===== config.mk =====
export PLATFORM = sky130hd
export DESIGN_NAME = ballot_collector
export DESIGN_NICKNAME = d
export VERILOG_FILES = /design/src/rtl/ballot_pkg.sv /design/src/rtl/ballot_store.sv /design/src/rtl/ballot_collector.sv
export SDC_FILE = /design/constraint.sdc
export NUM_CORES = 1
export LEC_CHECK = 0
export ABC_AREA = 1
export BUFFER_PORTS_ARGS = -buffer_cell sky130_fd_sc_hd__buf_2
export CORE_MARGIN = 3
export CORE_UTILIZATION = 35
export CTS_CLUSTER_SIZE = 8
export DETAILED_ROUTE_END_ITERATION = 7
export PLACE_DENSITY = 0.68
export SETUP_SLACK_MARGIN = 0.1
export SLEW_MARGIN = 20
export SYNTH_ARGS = -nofsm -noshare
export SYNTH_HDL_FRONTEND = slang
export SYNTH_HIERARCHICAL = 1
export SYNTH_SLANG_ARGS = --single-unit

===== constraint.sdc =====
create_clock -name clk -period 2.16 [get_ports clk]
set_clock_uncertainty 0.2 [all_clocks]
set_input_delay 0.432 -clock clk [delete_from_list [all_inputs] [get_ports clk]]
set_output_delay 0.432 -clock clk [all_outputs]
set_load 0.01 [all_outputs]

===== src/rtl/ballot_pkg.sv =====
// Shared types and sizing for the ballot collector and its ballot store.
package ballot_pkg;

  localparam int unsigned NUM_VOTERS = 4;
  localparam int unsigned BALLOT_W   = 2;
  localparam int unsigned VOTER_W    = 2;
  localparam int unsigned TALLY_W    = NUM_VOTERS * BALLOT_W;

  typedef enum logic [1:0] {
    COLLECT = 2'd0,
    TALLY   = 2'd1,
    HOLD    = 2'd2
  } state_t;

endpackage


===== src/rtl/ballot_store.sv =====
// Per-voter ballot registers plus the "has voted" mask.
// The first ballot from a voter is kept; later ones from the same voter are ignored.
module ballot_store
  import ballot_pkg::*;
(
  input  logic                  clk,
  input  logic                  rst_n,
  input  logic                  clear,
  input  logic                  wr_en,
  input  logic [VOTER_W-1:0]    wr_idx,
  input  logic [BALLOT_W-1:0]   wr_data,
  output logic [NUM_VOTERS-1:0] mask,
  output logic [TALLY_W-1:0]    ballots
);

  // Write a slot only if its voter has not voted yet; clear wipes the election.
  always_ff @(posedge clk or negedge rst_n) begin
    if (!rst_n) begin
      mask    <= '0;
      ballots <= '0;
    end else if (clear) begin
      mask    <= '0;
      ballots <= '0;
    end else begin
      for (int unsigned k = 0; k < NUM_VOTERS; k++) begin
        if (wr_en && (wr_idx == k[VOTER_W-1:0]) && !mask[k]) begin
          ballots[k*BALLOT_W +: BALLOT_W] <= wr_data;
          mask[k]                         <= 1'b1;
        end
      end
    end
  end

endmodule


===== src/rtl/ballot_collector.sv =====
// Collects one ballot per voter, hands the packed ballots to an external
// combinational tally, waits TALLY_WAIT cycles, then holds the winner until
// the consumer accepts it.
module ballot_collector
  import ballot_pkg::*;
#(
  parameter int unsigned TALLY_WAIT = 1
) (
  input  logic                clk,
  input  logic                rst_n,
  input  logic                abort,
  input  logic                ballot_valid,
  output logic                ballot_ready,
  input  logic [VOTER_W-1:0]  voter_id,
  input  logic [BALLOT_W-1:0] ballot,
  output logic                dup_err,
  output logic [TALLY_W-1:0]  tally_x,
  input  logic [BALLOT_W-1:0] tally_y,
  output logic                res_valid,
  input  logic                res_ready,
  output logic [BALLOT_W-1:0] winner
);

  state_t                state;
  state_t                state_next;
  logic [2:0]            cnt;
  logic [NUM_VOTERS-1:0] mask;
  logic [NUM_VOTERS-1:0] mask_set;
  logic                  accept;
  logic                  full_next;
  logic                  tally_done;
  logic                  clear;

  assign ballot_ready = (state == COLLECT);
  assign res_valid    = (state == HOLD);
  assign accept       = ballot_valid && ballot_ready;
  // Look ahead at the mask as it will be after this acceptance so the FSM
  // leaves COLLECT on the same edge the last slot fills, leaving no window
  // in which a fifth ballot could be accepted.
  assign mask_set     = mask | (NUM_VOTERS'(1) << voter_id);
  assign full_next    = accept && (&mask_set);
  assign tally_done   = (state == TALLY) && (cnt == 3'd1);
  assign clear        = abort || ((state == HOLD) && res_ready);

  ballot_store u_store (
    .clk     (clk),
    .rst_n   (rst_n),
    .clear   (clear),
    .wr_en   (accept && !abort),
    .wr_idx  (voter_id),
    .wr_data (ballot),
    .mask    (mask),
    .ballots (tally_x)
  );

  // State register.
  always_ff @(posedge clk or negedge rst_n) begin
    if (!rst_n) state <= COLLECT;
    else        state <= state_next;
  end

  // Next-state logic; abort wins over every other transition.
  always_comb begin
    state_next = state;
    if (abort) begin
      state_next = COLLECT;
    end else begin
      case (state)
        COLLECT: if (full_next)  state_next = TALLY;
        TALLY:   if (tally_done) state_next = HOLD;
        HOLD:    if (res_ready)  state_next = COLLECT;
        default:                 state_next = COLLECT;
      endcase
    end
  end

  // Tally wait counter and winner capture; winner survives abort and HOLD exit.
  always_ff @(posedge clk or negedge rst_n) begin
    if (!rst_n) begin
      cnt    <= '0;
      winner <= '0;
    end else if (abort) begin
      cnt <= '0;
    end else if ((state == COLLECT) && full_next) begin
      cnt <= 3'(TALLY_WAIT);
    end else if (tally_done) begin
      winner <= tally_y;
      cnt    <= '0;
    end else if (state == TALLY) begin
      cnt <= cnt - 3'd1;
    end
  end

  // Duplicate-vote pulse, one cycle after the offending acceptance.
  always_ff @(posedge clk or negedge rst_n) begin
    if (!rst_n) dup_err <= 1'b0;
    else        dup_err <= accept && !abort && mask[voter_id];
  end

endmodule


==> impl_metrics.ini <==
[outcome]
status = finished clean

[worst_hold_path]
hp-class = primary input to flop
min_from = res_ready

[final_layout]
num-fill-cells = 281
multi_input_area_um2 = 502
layout_commonest_cell = nand2_1
n_antenna_cell = 0
seq_area_um2 = 500
drive_gt1_share_pct = 29.8
final_cell_mix = 33 x nand2_1, 23 x buf_2, 20 x dfrtp_1, 17 x nand3_1, 16 x inv_1
nNetsFinal = 176
syn_to_final_growth_pct = 17.4
fin_cells = 192
post-route-cell-area_mm2 = 0.00127

[flow_run]
cap_violations = 0

[logic_synthesis]
netlist_instances = 134
synth_area_leader_cell = dfrtp_1
ys_seq_elements = 20
synth_area_per_cell_um2 = 8.10
ys_seq_area_share_pct = 46.1
synth_top_area_share_pct = 46.1
syn_nets = 147
synthTopCellsByArea = dfrtp_1 46%, nand2_1 11%, nand3_1 7.8%
syn_area_mm2 = 0.00109
synth_cell_type_count = 22
yosysWarningCount = 6

[cts]
cts_buffers = 3
htree_levels = 1
root_buffer = clkbuf_4
clock-sinks = 20
cts_tree = built
clk_transition_reported_paths_ps = 100
cts_setup_buffers = 0
clockBufferDepth = 2
clk_latency_ps = 300
ctsResizeCount = 0

[critical_path]
crit_path_max_incr_delay_ps = 420
rr_worst_depth = 8
cp-startpoint = state[0]
reg2reg_to = u_store/ballots[5]
start_kind = flop
cp_max_fo = 3
r2r-start = state[0]
crit_chain = nor2_1, buf_2
required_ps = 1530
arrival_ps = 1110
ff2ff_setup_slack_ps = 500
critPathKind = flop to output port
cpMaxStageDelayCell = dfrtp_1
crit_end = res_valid
endpoint_kind = output port

[route]
vias_per_cell = 5.21
drt-total-wl_mm = 2.53
drtIter0Drc = 32
firstDrtPassIters = 4
vias = 1000
routedWlPerCell_um = 13.2
remaining_drc_errors = 0
ant_nets = 0

[power_and_ir_drop]
p_leak_nw = 0.719
power_mw = 0.670
p_per_area_mw_per_mm2 = 526
ir_drop_mv = 0.222

[place]
port_buffers = 23
gp_congestion = 0.839
hpwl_mm = 1.96
dpl_cell_area_mm2 = 0.00124
dp_cells = 188

[sta]
fin_setup_tns_ps = 0
worst_slew_pin_slew_ps = 449
slew_headroom_pct = 70.1
min_period_over_period_pct = 80.7
drv_slew = 0
setup_viol = 0
grt_setup_unrepaired = false
max_freq_mhz = 574
min_period_ps = 1740
hold_viol_final = 0
holdWs_ps = 141

[die]
die_y_um = 61.7
num_rows = 19
dieArea_mm2 = 0.00381
die_x_um = 61.7
io_pins = 24
start_util_pct = 38.1
core_area_mm2 = 0.00285

[global_route]
track_usage_pct = 14.8
antenna_found_initial = 0
grt_pass1_wl_mm = 4.17
grt_max_degree = 21
overflow = 0
grt_pass1_vias = 951
[metal layers]
metal  wire length, um  vias up  global-route usage [%]
li1                  -      490                       -
met1              1100      483                    19.8
met2              1310       21                    23.5
met3                64        6                    2.07
met4                55        0                    7.58
met5                 0        -                       0
[cells in the mapped netlist]
cell,n
inv_2,4
a21oi_1,3
a21oi_2,3
o21ai_1,1
nor3_4,1
nor2_2,3
nor2_1,6
nor3_1,1
nand3_1,17
nand2_4,1
nor2_4,2
xor2_1,1
nand2_2,6
nand4_1,9
inv_1,16
o22ai_1,2
ha_1,2
nand2_1,33
buf_2,1
nand3_2,1
dfrtp_1,20
clkinv_1,1
[how the worst min path moves through the flow]
stage,slack [ps],to,cells after the start
6_report,140,state[1],2
5_1_grt,110,state[1],2
4_1_cts,120,state[1],2
3_5_place_dp,220,u_store/ballots[2],1
3_3_place_gp,200,u_store/ballots[0],1
2_1_floorplan,-60,cnt[0],0
[worst max-delay path, delay by kind of cell, from the launching register on]
| family | cells | cell delay, ps |
|---|---|---|
| flops | 1 | 420 |
| buf+inv | 1 | 180 |
| simple gates | 1 | 220 |
[through the flow]
| stage | setup slack (ps) | util [%] |
|---|---|---|
| 3_3_place_gp | 540 | 43.6 |
| 4_1_cts | 413 | 44.7 |
| 5_1_grt | 343 | 44.7 |
| 6_report | 418 | 44.7 |
| 3_5_place_dp | 472 | 43.6 |
| 2_1_floorplan | 578 | - |
[power breakdown]
| group | switching [mW] | internal (mW) | total [mW] |
|---|---|---|---|
| Sequential | 0.00757 | 0.385 | 0.392 |
| Clock | 0.112 | 0.0649 | 0.177 |
| Combinational | 0.0664 | 0.0344 | 0.101 |
[registers in the layout, summed over array words and instances, names as in the netlist]
| register | cells |
|---|---|
| u_store/mask | 4 |
| dup_err | 1 |
| u_store/ballots | 8 |
| state | 2 |
| cnt | 3 |
| winner | 2 |
[cells by family (layout without fill, tap and decap cells)]
group | after synthesis | in the layout | share of synthesized area (%)
adders and majority gates | 2 | 2 | 2.30
buffers and inverters | 22 | 49 | 7.72
AOI/OAI and AO/OA | 9 | 9 | 5.41
DFF | 20 | 20 | 46.1
and+or+nand+nor | 80 | 80 | 37.7
xor gates and xnor gates | 1 | 1 | 0.807
[repair_timing]
action | CTS | global route
hold endpoints to repair | 20 | 0
endpoints found under the setup margin | 0 | 0
hold buffers | 1 | 0
[cell type report]
cell class / instances / share of cell area [%]
Timing Repair Buffer: 25 / 10.4
Sequential cell: 20 / 39.3
Inverter: 21 / 6.18
Clock buffer: 3 / 1.77
Tap cell: 31 / 3.04
Multi-Input combinational cell: 92 / 39.4
(Power assumes the default switching activity.)
